===== config.mk =====
export PLATFORM = sky130hd
export DESIGN_NAME = fifo_ctrl
export DESIGN_NICKNAME = d
export VERILOG_FILES = /design/src/rtl/fifo_ctrl.sv
export SDC_FILE = /design/constraint.sdc
export NUM_CORES = 1
export LEC_CHECK = 0
export CAP_MARGIN = 20
export CELL_PAD_IN_SITES_DETAIL_PLACEMENT = 1
export CELL_PAD_IN_SITES_GLOBAL_PLACEMENT = 2
export CORE_MARGIN = 2
export CORE_UTILIZATION = 20
export DETAILED_ROUTE_END_ITERATION = 8
export PLACE_DENSITY = 0.71
export SETUP_SLACK_MARGIN = 0.15
export SYNTH_ARGS = -nofsm -noshare
export SYNTH_HDL_FRONTEND = slang
export SYNTH_SLANG_ARGS = --single-unit
export TNS_END_PERCENT = 5

===== constraint.sdc =====
create_clock -name clk -period 2.1 [get_ports clk]
set_input_delay 0.42 -clock clk [delete_from_list [all_inputs] [get_ports clk]]
set_output_delay 0.42 -clock clk [all_outputs]
set_load 0.05 [all_outputs]

===== src/rtl/fifo_ctrl.sv =====
// fifo_ctrl: synchronous FIFO controller for the dual-port Memoria array.
// Port A of the memory is write-only and follows the write pointer. Port B is
// read-only and follows the read pointer. This block owns occupancy, status
// and sticky error flags. Memoria registers its read data, so a word popped
// in cycle N shows on data_out with valid_out=1 in cycle N+1.
//
// Ports:
//   clk, reset          clock, synchronous active-high reset
//   push, data_in       producer write request and write data
//   pop                 consumer read request
//   data_out, valid_out read data (pass-through of mem_data_b) and its valid
//   full, empty         occupancy is 2**AW / 0
//   almost_full         count >= AF_THR
//   almost_empty        count <= AE_THR
//   count               occupancy, 0 .. 2**AW
//   overflow, underflow sticky rejected-push / rejected-pop flags
//   mem_addr_a, mem_rw_a, mem_data_a   Memoria port A (write)
//   mem_addr_b, mem_rw_b, mem_data_b   Memoria port B (read)
module fifo_ctrl #(
    parameter int AW     = 3,
    parameter int DW     = 4,
    parameter int AF_THR = 6,
    parameter int AE_THR = 2
) (
    input  logic          clk,
    input  logic          reset,
    input  logic          push,
    input  logic [DW-1:0] data_in,
    input  logic          pop,
    output logic [DW-1:0] data_out,
    output logic          valid_out,
    output logic          full,
    output logic          empty,
    output logic          almost_full,
    output logic          almost_empty,
    output logic [AW:0]   count,
    output logic          overflow,
    output logic          underflow,
    output logic [AW-1:0] mem_addr_a,
    output logic          mem_rw_a,
    output logic [DW-1:0] mem_data_a,
    output logic [AW-1:0] mem_addr_b,
    output logic          mem_rw_b,
    input  logic [DW-1:0] mem_data_b
);

    localparam int DEPTH = 2 ** AW;

    localparam logic [AW:0] CNT_ONE  = (AW + 1)'(1);
    localparam logic [AW:0] CNT_LAST = (AW + 1)'(DEPTH - 1);
    localparam logic [AW:0] AF_LIM   = (AW + 1)'(AF_THR);
    localparam logic [AW:0] AE_LIM   = (AW + 1)'(AE_THR);

    typedef enum logic [1:0] {
        S_EMPTY   = 2'd0,
        S_PARTIAL = 2'd1,
        S_FULL    = 2'd2
    } state_t;

    state_t        state;
    logic [AW-1:0] wr_ptr;
    logic [AW-1:0] rd_ptr;
    logic [AW:0]   count_r;
    logic          push_ok;
    logic          pop_ok;

    // Stage p0: acceptance decided against the registered state.
    assign full    = (state == S_FULL);
    assign empty   = (state == S_EMPTY);
    assign push_ok = push & ~full;
    assign pop_ok  = pop & ~empty;

    assign almost_full  = (count_r >= AF_LIM);
    assign almost_empty = (count_r <= AE_LIM);
    assign count        = count_r;

    // Write port: a write strobe never reaches the array while in reset.
    assign mem_addr_a = wr_ptr;
    assign mem_data_a = data_in;
    assign mem_rw_a   = push_ok & ~reset;
    assign mem_addr_b = rd_ptr;
    assign mem_rw_b   = 1'b0;

    // Stage p1: Memoria's registered read word, qualified by valid_out.
    assign data_out = mem_data_b;

    always_ff @(posedge clk) begin
        if (reset) begin
            wr_ptr    <= '0;
            rd_ptr    <= '0;
            count_r   <= '0;
            state     <= S_EMPTY;
            valid_out <= 1'b0;
            overflow  <= 1'b0;
            underflow <= 1'b0;
        end else begin
            if (push_ok) wr_ptr <= wr_ptr + AW'(1);
            if (pop_ok)  rd_ptr <= rd_ptr + AW'(1);

            case ({push_ok, pop_ok})
                2'b10:   count_r <= count_r + CNT_ONE;
                2'b01:   count_r <= count_r - CNT_ONE;
                default: count_r <= count_r;
            endcase

            // A one-deep FIFO has no PARTIAL occupancy, so it toggles
            // straight between EMPTY and FULL.
            case (state)
                S_EMPTY: begin
                    if (push_ok) state <= (DEPTH == 1) ? S_FULL : S_PARTIAL;
                end
                S_PARTIAL: begin
                    if (pop_ok && !push_ok && count_r == CNT_ONE)
                        state <= S_EMPTY;
                    else if (push_ok && !pop_ok && count_r == CNT_LAST)
                        state <= S_FULL;
                end
                S_FULL: begin
                    if (pop_ok) state <= (DEPTH == 1) ? S_EMPTY : S_PARTIAL;
                end
                default: state <= S_EMPTY;
            endcase

            valid_out <= pop_ok;
            if (push && full)  overflow  <= 1'b1;
            if (pop  && empty) underflow <= 1'b1;
        end
    end

endmodule


==> flow_results.xml, run 1 <==
<?xml version="1.0" encoding="UTF-8"?>
<metrics>
  <group name="logic_synthesis">
    <metric name="synth_area" unit="sq um">851</metric>
    <metric name="synthesis.area_per_instance" unit="sq um">8.68</metric>
    <metric name="synth_top_cells_by_area" unit="">sky130_fd_sc_hd__dfxtp_1, sky130_fd_sc_hd__ha_1, sky130_fd_sc_hd__buf_4</metric>
    <metric name="yosys-mux-area-fraction" unit="">0.0368</metric>
    <metric name="syn_nets" unit="">118</metric>
    <metric name="largest_family_of_logic_cells_by_synthesized_area" unit="">simple AND/OR/NAND/NOR gates</metric>
    <metric name="synth_warnings" unit="">0</metric>
    <metric name="post_synth_and_or_nand_nor_area_fraction" unit="">0.174</metric>
    <metric name="synth-compound-area-share" unit="">0.141</metric>
    <metric name="yosys.area_share.xor_xnor" unit="">0.0412</metric>
    <metric name="synth-adder-area-share" unit="">0.118</metric>
    <metric name="netlist_top_cells_count" unit="">sky130_fd_sc_hd__dfxtp_1, sky130_fd_sc_hd__nor2_1, sky130_fd_sc_hd__buf_4, sky130_fd_sc_hd__inv_1, sky130_fd_sc_hd__ha_1</metric>
    <metric name="synthMostInstantiatedCell" unit="">sky130_fd_sc_hd__dfxtp_1</metric>
    <metric name="synth.yosys.seq_area_share" unit="">0.353</metric>
    <metric name="synth.largest_area_cell" unit="">sky130_fd_sc_hd__dfxtp_1</metric>
    <metric name="yosys_register_bits" unit="">15</metric>
    <metric name="synth-async-reset-ratio" unit="">0</metric>
    <metric name="ys_types" unit="">30</metric>
    <metric name="fraction_of_synthesized_cell_area_taken_by_the_top_area_cell_type" unit="">0.353</metric>
    <metric name="synth-edff-count" unit="">0</metric>
    <metric name="synth_top_flop_cell" unit="">sky130_fd_sc_hd__dfxtp_1</metric>
    <metric name="post_synth_inst_count" unit="">98</metric>
  </group>
  <group name="detailed_routing">
    <metric name="drt_pass1_iterations" unit="">2</metric>
    <metric name="routed_wirelength" unit="mm">2.12</metric>
    <metric name="drcViolationCount" unit="">0</metric>
    <metric name="drt_iter0_markers" unit="">8</metric>
    <metric name="avgViaCountPerCell" unit="">4.39</metric>
    <metric name="avgRoutedWirePerCell" unit="microns">12.5</metric>
    <metric name="via_count" unit="">742</metric>
    <metric name="detail-route-antenna-nets" unit="">0</metric>
  </group>
  <group name="timing">
    <metric name="setup-violations-final" unit="">0</metric>
    <metric name="unrepaired_setup_endpoints_after_global_routing" unit="">true</metric>
    <metric name="max_freq" unit="GHz">0.503</metric>
    <metric name="post_route_fraction_of_the_period_consumed_by_the_critical_path" unit="">0.947</metric>
    <metric name="fin_worst_skew" unit="ns">0.000962</metric>
    <metric name="slew_violations" unit="">0</metric>
    <metric name="slew-limit-headroom" unit="">0.653</metric>
    <metric name="period_needed" unit="ns">1.99</metric>
    <metric name="finalHoldViolations" unit="">0</metric>
    <metric name="tightestPinTransition" unit="ns">0.518</metric>
  </group>
  <group name="critical_path">
    <metric name="worst_setup_ep_type" unit="">output pin</metric>
    <metric name="critical_path.max_stage_delay" unit="ns">0.86</metric>
    <metric name="worst_ep_required_time" unit="ns">1.68</metric>
    <metric name="start_kind" unit="">flip-flop</metric>
    <metric name="cp.buffers_inverters" unit="">1</metric>
    <metric name="setup.worst_path.class" unit="">flip-flop to output pin</metric>
    <metric name="cp_slowest_cell" unit="">sky130_fd_sc_hd__clkdlybuf4s50_1</metric>
    <metric name="critPathArrivalTime" unit="ns">1.57</metric>
    <metric name="cp_top_family" unit="">buffers and inverters</metric>
    <metric name="worstPathCellList" unit="">clkdlybuf4s50_1</metric>
    <metric name="path_max_fanout" unit="">7</metric>
  </group>
  <group name="placed_design">
    <metric name="detailedPlacementHpwl" unit="mm">1.62</metric>
    <metric name="port-buffer-count" unit="">21</metric>
    <metric name="finalWeightedCongestion" unit="">0.731</metric>
  </group>
  <group name="clock_network">
    <metric name="worst_skew_pair.late_latency" unit="ns">0.25</metric>
    <metric name="max-clock-path-buffers" unit="">2</metric>
    <metric name="ctsRootBufferMaster" unit="">sky130_fd_sc_hd__clkbuf_8</metric>
    <metric name="numCtsBuffers" unit="">3</metric>
    <metric name="clk_transition_reported_paths" unit="ns">0.06</metric>
    <metric name="cts_tree" unit="">done</metric>
    <metric name="clock-sinks" unit="">15</metric>
    <metric name="h_tree_depth" unit="">1</metric>
  </group>
  <group name="job">
    <metric name="max_cap_viol_count" unit="">0</metric>
  </group>
  <group name="run_status">
    <metric name="status" unit="">finished, final reports clean</metric>
  </group>
  <group name="grt">
    <metric name="grt_util_all_layers" unit="">0.0939</metric>
    <metric name="globalRoute.totalOverflow" unit="">0</metric>
    <metric name="grt_first_pass_wirelength" unit="mm">3.60</metric>
    <metric name="largest_net_degree_at_the_start_of_global_routing" unit="">17</metric>
    <metric name="grt_pass1_vias" unit="">761</metric>
    <metric name="antenna_found_initial" unit="">0</metric>
  </group>
  <group name="die">
    <metric name="initial_core_util" unit="">0.210</metric>
    <metric name="floorplan.core_area" unit="sq mm">0.00406</metric>
    <metric name="fp.dieH" unit="microns">69.2</metric>
    <metric name="die-area" unit="sq mm">0.00479</metric>
    <metric name="row_count" unit="">23</metric>
    <metric name="die_outline_width" unit="microns">69.2</metric>
    <metric name="num_io_pins" unit="">39</metric>
  </group>
  <group name="final_layout">
    <metric name="nets_final" unit="">140</metric>
    <metric name="utilization" unit="">0.286</metric>
    <metric name="antenna_cells" unit="">0</metric>
    <metric name="area_growth_syn_to_layout" unit="%">36.2</metric>
    <metric name="layout-drive-gt1-share" unit="">0.218</metric>
  </group>
  <group name="pwr">
    <metric name="static-leakage-power" unit="nW">0.502</metric>
    <metric name="power-per-cell-area" unit="mW/mm^2">683</metric>
    <metric name="max-vdd-ir-drop" unit="uV">142</metric>
    <metric name="final_total_pwr" unit="mW">0.791</metric>
  </group>
  <group name="worst_hold_path">
    <metric name="min-delay-path-class" unit="">flip-flop to flip-flop</metric>
  </group>
</metrics>
-- where the power goes --
group / switching, mW / internal, mW / total, mW
logic: 0.142 / 0.0828 / 0.224
clock network: 0.104 / 0.131 / 0.236
registers: 0.0282 / 0.303 / 0.331
total: 0.274 / 0.517 / 0.791
-- cell families (layout without fill, tap and decap cells) --
family | Yosys count | in the layout
other | 1 | 1
muxes | 3 | 3
adders and majority gates | 8 | 8
and+or+nand+nor | 26 | 26
DFF | 15 | 15
xor gates and xnor gates | 4 | 4
buffers and inverters | 21 | 42
AOI/OAI and AO/OA | 20 | 20
-- registers in the layout (all words and copies together), names as in the netlist --
| register | cells |
|---|---|
| count | 4 |
| mem_addr_a | 3 |
| mem_addr_b | 3 |
| state | 2 |
| overflow | 1 |
| underflow | 1 |
| valid_out | 1 |
-- stage by stage --
step / setup slack (ns) / TNS [ns] / cells / hold slack [ns] / instance area [sq um]
6_report: 0.111 / 0 / 169 / 0.479 / 1160
5_1_grt: 0.0552 / 0 / 169 / 0.524 / 1160
3_3_place_gp: -0.139 / -0.180 / 165 / 0.456 / 1100
3_5_place_dp: -0.175 / -0.243 / 165 / 0.471 / 1100
4_1_cts: 0.103 / 0 / 169 / 0.486 / 1160
2_1_floorplan: 0.0399 / 0 / 98 / 0.561 / 856
-- final cells by class --
| type | instances | area, sq um |
|---|---|---|
| inverter | 9 | 33.8 |
| timing repair buffer | 29 | 262 |
| tap | 50 | 62.6 |
| clock inverter | 1 | 5.00 |
| clock buffer | 3 | 41.3 |
| fill | 481 | 2900 |
| sequential | 15 | 302 |
| multi-input combinational | 62 | 453 |
-- timing repair --
action,4_1_cts,5_1_grt
hold buffers,0,0
pin swaps,1,0
hold endpoints to repair,0,0
setup buffers,0,0
endpoints found under the setup margin,3,5
resized for setup,4,1
-- routing by layer --
metal,vias to the layer above,track usage,wire (microns)
met5,-,0,0
met4,0,0.0392,37
met3,6,0.0276,83
met2,13,0.157,1040
met1,359,0.112,955
li1,364,-,-
-- placed cells by master (no fill, tap or decap), drive strengths merged, types with 2 or more instances in the layout --
cell,count
dfxtp,15
buf,16
inv,9
xor2,4
nor2,11
ha,8
a211oi,2
a21oi,7
mux2i,2
clkbuf,3
o211ai,2
nand2,2
nand2b,2
clkdlybuf4s50,12
or3,3
o21ai,6
-- path summary, 6_finish.rpt --
path	start	end	slack, ns	cells past startpoint
max reg2reg	state[0]	count[3]	0.22	6
min	overflow	overflow	0.48	2
min reg2reg	overflow	overflow	0.48	2
max	count[3]	count[3]	0.11	1
(Power assumes the default switching activity.)
==> run 2: changes to the inputs <==
--- a/config.mk
+++ b/config.mk
@@ -9,10 +9,12 @@
 export CELL_PAD_IN_SITES_DETAIL_PLACEMENT = 1
 export CELL_PAD_IN_SITES_GLOBAL_PLACEMENT = 2
 export CORE_MARGIN = 2
-export CORE_UTILIZATION = 20
+export CORE_UTILIZATION = 25
+export CTS_BUF_LIST = sky130_fd_sc_hd__clkbuf_4
 export DETAILED_ROUTE_END_ITERATION = 8
-export PLACE_DENSITY = 0.71
+export PLACE_DENSITY = 0.83
 export SETUP_SLACK_MARGIN = 0.15
+export SKIP_LAST_GASP = 1
 export SYNTH_ARGS = -nofsm -noshare
 export SYNTH_HDL_FRONTEND = slang
 export SYNTH_SLANG_ARGS = --single-unit
==> constraint.sdc (replaced) <==
create_clock -name clk -period 2.57 [get_ports clk]
set_input_delay 0.514 -clock clk [delete_from_list [all_inputs] [get_ports clk]]
set_output_delay 0.514 -clock clk [all_outputs]
set_load 0.05 [all_outputs]
==> run 2 against run 1 <==
Net effect: combinational power fell by 21%; die area fell by 19%; via count fell by 1.1%; sequential cell count did not move; largest power group unchanged; critical path type unchanged; critical endpoint is now almost_empty; global-route usage rose by 1.3 points; final cell count fell by 4.7%; non-clock buffer count fell by 4; critical path depth rose by 1; register-to-register slack improved by 0.40 ns.
==> flow_results.xml, run 2 (same netlist as run 1, synthesis figures left out) <==
<?xml version="1.0" encoding="UTF-8"?>
<metrics>
  <group name="grt">
    <metric name="antenna_found_initial" unit="">0</metric>
    <metric name="grt_pass1_vias" unit="">731</metric>
    <metric name="grt_util_all_layers" unit="">0.107</metric>
    <metric name="globalRoute.totalOverflow" unit="">0</metric>
    <metric name="met3_usage" unit="">0.0181</metric>
    <metric name="grtUsageMet2" unit="">0.182</metric>
    <metric name="largest_net_degree_at_the_start_of_global_routing" unit="">17</metric>
    <metric name="globalRoute.busiestLayer" unit="">met2</metric>
    <metric name="grt_first_pass_wirelength" unit="mm">3.31</metric>
    <metric name="grt_use_met1" unit="">0.121</metric>
  </group>
  <group name="detailed_routing">
    <metric name="via_count" unit="">734</metric>
    <metric name="drcViolationCount" unit="">0</metric>
    <metric name="routed_wirelength" unit="mm">1.92</metric>
    <metric name="drt_iter0_markers" unit="">2</metric>
    <metric name="detail-route-antenna-nets" unit="">0</metric>
    <metric name="avgViaCountPerCell" unit="">4.56</metric>
    <metric name="avgRoutedWirePerCell" unit="microns">11.9</metric>
    <metric name="drt_pass1_iterations" unit="">3</metric>
  </group>
  <group name="placed_design">
    <metric name="cell_area_after_placement" unit="sq mm">0.00108</metric>
    <metric name="dpl.cell_count" unit="">157</metric>
    <metric name="port-buffer-count" unit="">21</metric>
    <metric name="detailedPlacementHpwl" unit="mm">1.48</metric>
    <metric name="dpl_worst_slack" unit="ns">0.144</metric>
    <metric name="finalWeightedCongestion" unit="">0.723</metric>
  </group>
  <group name="final_layout">
    <metric name="commonest_non_fill_non_tap_cell_in_the_layout" unit="">sky130_fd_sc_hd__clkdlybuf4s50_1</metric>
    <metric name="area_growth_syn_to_layout" unit="%">30.3</metric>
    <metric name="antenna_cells" unit="">0</metric>
    <metric name="utilization" unit="">0.335</metric>
    <metric name="layout-drive-gt1-share" unit="">0.0870</metric>
    <metric name="stdcell_count" unit="">161</metric>
    <metric name="largest_reg_flops" unit="">4</metric>
    <metric name="fin_area" unit="sq mm">0.00111</metric>
    <metric name="layout_common_cells" unit="">sky130_fd_sc_hd__clkdlybuf4s50_1, sky130_fd_sc_hd__dfxtp_1, sky130_fd_sc_hd__nor2_1</metric>
    <metric name="layout.filler_cells" unit="">403</metric>
    <metric name="max_flop_register" unit="">count</metric>
    <metric name="nets_final" unit="">136</metric>
  </group>
  <group name="job">
    <metric name="max_cap_viol_count" unit="">0</metric>
  </group>
  <group name="timing">
    <metric name="unrepaired_setup_endpoints_after_global_routing" unit="">false</metric>
    <metric name="final.setup.worst_slack" unit="ns">0.289</metric>
    <metric name="max_freq" unit="GHz">0.438</metric>
    <metric name="slew_violations" unit="">0</metric>
    <metric name="tightestPinTransition" unit="ns">0.511</metric>
    <metric name="fin_worst_hold_slack" unit="ns">0.484</metric>
    <metric name="finalHoldViolations" unit="">0</metric>
    <metric name="period_needed" unit="ns">2.28</metric>
    <metric name="setup-violations-final" unit="">0</metric>
    <metric name="slew-limit-headroom" unit="">0.658</metric>
    <metric name="fin_worst_skew" unit="ns">0.00611</metric>
    <metric name="post_route_fraction_of_the_period_consumed_by_the_critical_path" unit="">0.888</metric>
    <metric name="tns" unit="ns">0</metric>
  </group>
  <group name="die">
    <metric name="fp.dieH" unit="microns">62.3</metric>
    <metric name="floorplan.core_area" unit="sq mm">0.00331</metric>
    <metric name="num_io_pins" unit="">39</metric>
    <metric name="initial_core_util" unit="">0.257</metric>
    <metric name="die_outline_width" unit="microns">62.3</metric>
    <metric name="row_count" unit="">21</metric>
    <metric name="die-area" unit="sq mm">0.00389</metric>
  </group>
  <group name="critical_path">
    <metric name="worst_ep_required_time" unit="ns">2.06</metric>
    <metric name="setup.worst_path.class" unit="">flip-flop to output pin</metric>
    <metric name="worst_setup_ep_type" unit="">output pin</metric>
    <metric name="path_max_fanout" unit="">8</metric>
    <metric name="worstPathCellList" unit="">a211oi_1, clkdlybuf4s50_1</metric>
    <metric name="crit_cells" unit="">2</metric>
    <metric name="cp_slowest_cell" unit="">sky130_fd_sc_hd__clkdlybuf4s50_1</metric>
    <metric name="start_kind" unit="">flip-flop</metric>
    <metric name="critPathArrivalTime" unit="ns">1.77</metric>
    <metric name="critical_path.max_stage_delay" unit="ns">0.83</metric>
    <metric name="cp.buffers_inverters" unit="">1</metric>
    <metric name="ff2ff_path_depth" unit="">6</metric>
    <metric name="cp_top_family" unit="">buffers and inverters</metric>
  </group>
  <group name="clock_network">
    <metric name="clk_transition_reported_paths" unit="ns">0.10</metric>
    <metric name="numCtsBuffers" unit="">3</metric>
    <metric name="h_tree_depth" unit="">1</metric>
    <metric name="clock-sinks" unit="">15</metric>
    <metric name="ctsRootBufferMaster" unit="">sky130_fd_sc_hd__clkbuf_4</metric>
    <metric name="max-clock-path-buffers" unit="">2</metric>
    <metric name="cts_hold_buffers" unit="">0</metric>
    <metric name="post_cts_setup_repair_bufs" unit="">0</metric>
    <metric name="cts_tree" unit="">done</metric>
    <metric name="worst_skew_pair.late_latency" unit="ns">0.30</metric>
  </group>
  <group name="worst_hold_path">
    <metric name="min-delay-path-class" unit="">flip-flop to flip-flop</metric>
    <metric name="whs_path_depth" unit="">2</metric>
  </group>
  <group name="pwr">
    <metric name="static-leakage-power" unit="nW">0.486</metric>
    <metric name="power-per-cell-area" unit="mW/mm^2">530</metric>
    <metric name="max-vdd-ir-drop" unit="uV">232</metric>
    <metric name="final_total_pwr" unit="mW">0.588</metric>
  </group>
  <group name="run_status">
    <metric name="status" unit="">finished, final reports clean</metric>
  </group>
</metrics>
## run 2: cell types whose count changed in the layout (fill, tap and decap cells not counted), moves of 3 or more
cell	before	now
sky130_fd_sc_hd__clkbuf_8	3	0
sky130_fd_sc_hd__buf_4	15	4
sky130_fd_sc_hd__clkdlybuf4s50_1	12	18
sky130_fd_sc_hd__clkbuf_4	0	3
## run 2: worst min-delay path: stages, from the launching register on
cell,delay (ns)
sky130_fd_sc_hd__dfxtp_1,0.34
sky130_fd_sc_hd__a21oi_1,0.04
sky130_fd_sc_hd__nor2_1,0.07
## run 2: where the power goes
part           switching, mW  internal [mW]  total (mW)
Clock                 0.0857         0.0580       0.144
Sequential            0.0200          0.247       0.267
Combinational          0.112         0.0651       0.178
## run 2: layout make-up
type | count | area [sq um] | share of cell area
inverters | 9 | 33.8 | 0.0305
multi-input cells | 62 | 438 | 0.395
clock buffers | 3 | 22.5 | 0.0203
well taps | 46 | 57.6 | 0.0519
repair buffers | 25 | 251 | 0.227
flip-flops and latches | 15 | 300 | 0.271
clock inverters | 1 | 5.00 | 0.00451
## run 2: final timing paths
path	slack, ns	end	startpoint
worst max-delay path	0.29	almost_empty	count[1]
worst min-delay path	0.48	overflow	overflow
worst max register to register	0.62	count[3]	state[1]
worst min register to register	0.48	overflow	overflow
## run 2: per-layer routing
layer | wire length, microns | part of all wire
met3 | 79 | 0.041
met1 | 847 | 0.44
met5 | 0 | 0
met2 | 939 | 0.49
met4 | 56 | 0.029
## run 2: timing repair
action	4_1_cts	5_1_grt
cloned	0	0
resized for setup	1	1
endpoints found under the setup margin	2	1
==> run 3: changes to the inputs <==
--- a/config.mk
+++ b/config.mk
@@ -8,7 +8,7 @@
 export CAP_MARGIN = 20
 export CELL_PAD_IN_SITES_DETAIL_PLACEMENT = 1
 export CELL_PAD_IN_SITES_GLOBAL_PLACEMENT = 2
-export CORE_MARGIN = 2
+export CORE_MARGIN = 5
 export CORE_UTILIZATION = 25
 export CTS_BUF_LIST = sky130_fd_sc_hd__clkbuf_4
 export DETAILED_ROUTE_END_ITERATION = 8
==> run 3 against run 2 <==
Net effect: clock power decreased by 5%; hold slack got worse by 0.0070 ns; die area increased by 20%; critical path depth unchanged.
==> flow_results.xml, run 3 (same netlist as run 1, synthesis figures left out) <==
<?xml version="1.0" encoding="UTF-8"?>
<metrics>
  <group name="run_status">
    <metric name="status" unit="">finished, final reports clean</metric>
  </group>
  <group name="detailed_routing">
    <metric name="via_count" unit="">724</metric>
    <metric name="drcViolationCount" unit="">0</metric>
    <metric name="avgViaCountPerCell" unit="">4.53</metric>
    <metric name="avgRoutedWirePerCell" unit="microns">12.2</metric>
    <metric name="detail-route-antenna-nets" unit="">0</metric>
    <metric name="drt_iter0_markers" unit="">7</metric>
    <metric name="drt_pass1_iterations" unit="">2</metric>
    <metric name="routed_wirelength" unit="mm">1.95</metric>
  </group>
  <group name="pwr">
    <metric name="share_clk_of_total_power" unit="">0.236</metric>
    <metric name="final_total_pwr" unit="mW">0.582</metric>
    <metric name="pwr-share-seq" unit="">0.459</metric>
    <metric name="power.net_switching" unit="mW">0.213</metric>
    <metric name="p_comb_frac" unit="">0.305</metric>
    <metric name="internal_power" unit="mW">0.369</metric>
    <metric name="netSwitchingFraction" unit="">0.366</metric>
    <metric name="static-leakage-power" unit="nW">0.481</metric>
    <metric name="power-per-cell-area" unit="mW/mm^2">529</metric>
    <metric name="max-vdd-ir-drop" unit="uV">194</metric>
  </group>
  <group name="worst_hold_path">
    <metric name="hp-start" unit="">overflow</metric>
    <metric name="min_to" unit="">overflow</metric>
    <metric name="whs_path_depth" unit="">2</metric>
    <metric name="min-delay-path-class" unit="">flip-flop to flip-flop</metric>
  </group>
  <group name="final_layout">
    <metric name="nets_final" unit="">135</metric>
    <metric name="layout-drive-gt1-share" unit="">0.0789</metric>
    <metric name="stdcell_count" unit="">160</metric>
    <metric name="max_flop_register" unit="">count</metric>
    <metric name="largest_reg_flops" unit="">4</metric>
    <metric name="layout_common_cells" unit="">sky130_fd_sc_hd__clkdlybuf4s50_1, sky130_fd_sc_hd__dfxtp_1, sky130_fd_sc_hd__nor2_1</metric>
    <metric name="commonest_non_fill_non_tap_cell_in_the_layout" unit="">sky130_fd_sc_hd__clkdlybuf4s50_1</metric>
    <metric name="area_growth_syn_to_layout" unit="%">29.4</metric>
    <metric name="antenna_cells" unit="">0</metric>
  </group>
  <group name="critical_path">
    <metric name="start_kind" unit="">flip-flop</metric>
    <metric name="critPathArrivalTime" unit="ns">1.76</metric>
    <metric name="ff2ff_path_depth" unit="">6</metric>
    <metric name="worst_ep_required_time" unit="ns">2.06</metric>
    <metric name="setup.worst_path.class" unit="">flip-flop to output pin</metric>
    <metric name="cp_slowest_cell" unit="">sky130_fd_sc_hd__clkdlybuf4s50_1</metric>
    <metric name="critical_path.max_stage_delay" unit="ns">0.84</metric>
    <metric name="worst_setup_ep_type" unit="">output pin</metric>
    <metric name="rrSetupSlack" unit="ns">0.62</metric>
    <metric name="path_max_fanout" unit="">8</metric>
    <metric name="timing.rr.end" unit="">count[3]</metric>
    <metric name="rr_startpoint" unit="">state[1]</metric>
    <metric name="worstPathCellList" unit="">a211oi_1, clkdlybuf4s50_1</metric>
  </group>
  <group name="clock_network">
    <metric name="post_cts_setup_repair_bufs" unit="">0</metric>
    <metric name="numCtsBuffers" unit="">3</metric>
    <metric name="cts_tree" unit="">done</metric>
    <metric name="max-clock-path-buffers" unit="">2</metric>
    <metric name="h_tree_depth" unit="">1</metric>
    <metric name="worst_skew_pair.late_latency" unit="ns">0.29</metric>
    <metric name="clk_transition_reported_paths" unit="ns">0.10</metric>
    <metric name="cts_hold_buffers" unit="">0</metric>
    <metric name="clock-sinks" unit="">15</metric>
    <metric name="ctsRootBufferMaster" unit="">sky130_fd_sc_hd__clkbuf_4</metric>
  </group>
  <group name="timing">
    <metric name="slew_violations" unit="">0</metric>
    <metric name="finalHoldViolations" unit="">0</metric>
    <metric name="tightestPinTransition" unit="ns">0.509</metric>
    <metric name="post_route_fraction_of_the_period_consumed_by_the_critical_path" unit="">0.885</metric>
    <metric name="tns" unit="ns">0</metric>
    <metric name="period_needed" unit="ns">2.27</metric>
    <metric name="setup-violations-final" unit="">0</metric>
    <metric name="unrepaired_setup_endpoints_after_global_routing" unit="">false</metric>
    <metric name="max_freq" unit="GHz">0.440</metric>
    <metric name="fin_worst_skew" unit="ns">0.00461</metric>
    <metric name="slew-limit-headroom" unit="">0.660</metric>
  </group>
  <group name="placed_design">
    <metric name="finalWeightedCongestion" unit="">0.763</metric>
    <metric name="port-buffer-count" unit="">21</metric>
    <metric name="detailedPlacementHpwl" unit="mm">1.53</metric>
    <metric name="dpl.cell_count" unit="">156</metric>
  </group>
  <group name="grt">
    <metric name="grt_pass1_vias" unit="">782</metric>
    <metric name="grt_first_pass_wirelength" unit="mm">3.39</metric>
    <metric name="grt_util_all_layers" unit="">0.0942</metric>
    <metric name="globalRoute.totalOverflow" unit="">0</metric>
    <metric name="largest_net_degree_at_the_start_of_global_routing" unit="">17</metric>
    <metric name="antenna_found_initial" unit="">0</metric>
  </group>
  <group name="die">
    <metric name="row_count" unit="">21</metric>
    <metric name="die-area" unit="sq mm">0.00467</metric>
    <metric name="initial_core_util" unit="">0.257</metric>
    <metric name="floorplan.core_area" unit="sq mm">0.00331</metric>
    <metric name="num_io_pins" unit="">39</metric>
    <metric name="die_outline_width" unit="microns">68.3</metric>
    <metric name="fp.dieH" unit="microns">68.3</metric>
  </group>
  <group name="job">
    <metric name="max_cap_viol_count" unit="">0</metric>
  </group>
</metrics>
## run 3: cell count changes in the layout (fill, tap and decap cells not counted), sizes merged
cell and delta:
buf -1
## run 3: layout make-up
type,count,area (sq um)
flip-flops and latches,15,300
inverters,9,33.8
multi-input cells,62,438
clock inverters,1,5.00
repair buffers,24,244
fillers,417,2210
clock buffers,3,22.5
well taps,46,57.6
## run 3: per-layer routing
metal,part of all wire,GRT usage
met1,0.41,0.0945
met2,0.52,0.171
met3,0.060,0.0345
met4,0.0087,0.0447
met5,0,0
## run 3: worst max path at each step
stage          cells after the start            to      from  slack (ns)
3_5_place_dp                       7      count[3]       pop        0.15
2_1_floorplan                      1  almost_empty  count[1]        0.25
5_1_grt                            5   almost_full  count[0]        0.15
3_3_place_gp                       7      count[3]       pop        0.19
6_report                           2  almost_empty  count[1]        0.30
4_1_cts                            3          full  state[1]        0.12
## run 3: worst max-delay path, delay by kind of cell, from the launching register on
kind,cells,cell delay [ns]
DFF,1,0.39
buffers and inverters,1,0.84
AOI/OAI and AO/OA,1,0.25
## run 3: power by group through the flow
stage / sequential [mW] / combinational [mW] / clock [mW]
after global routing: 0.272 / 0.192 / 0.161
after detailed placement: 0.273 / 0.181 / 0
after global placement: 0.272 / 0.175 / 0
after CTS: 0.268 / 0.180 / 0.148
after floorplan: 0.312 / 0.111 / 0
final: 0.267 / 0.178 / 0.137
## run 3: stage by stage
| step | util | cell area, sq um | hold slack [ns] | worst slack (ns) |
|---|---|---|---|---|
| final | 0.333 | 1100 | 0.477 | 0.296 |
| after global routing | 0.333 | 1100 | 0.521 | 0.151 |
| after CTS | 0.332 | 1100 | 0.487 | 0.117 |
| after detailed placement | 0.324 | 1070 | 0.463 | 0.153 |
| after global placement | 0.324 | 1070 | 0.449 | 0.192 |
| after floorplan | - | 851 | 0.603 | 0.248 |
## run 3: timing repair
item                                   CTS  global route
resized for setup                        1             1
endpoints found under the hold margin    0             0
setup endpoints to repair                2             1
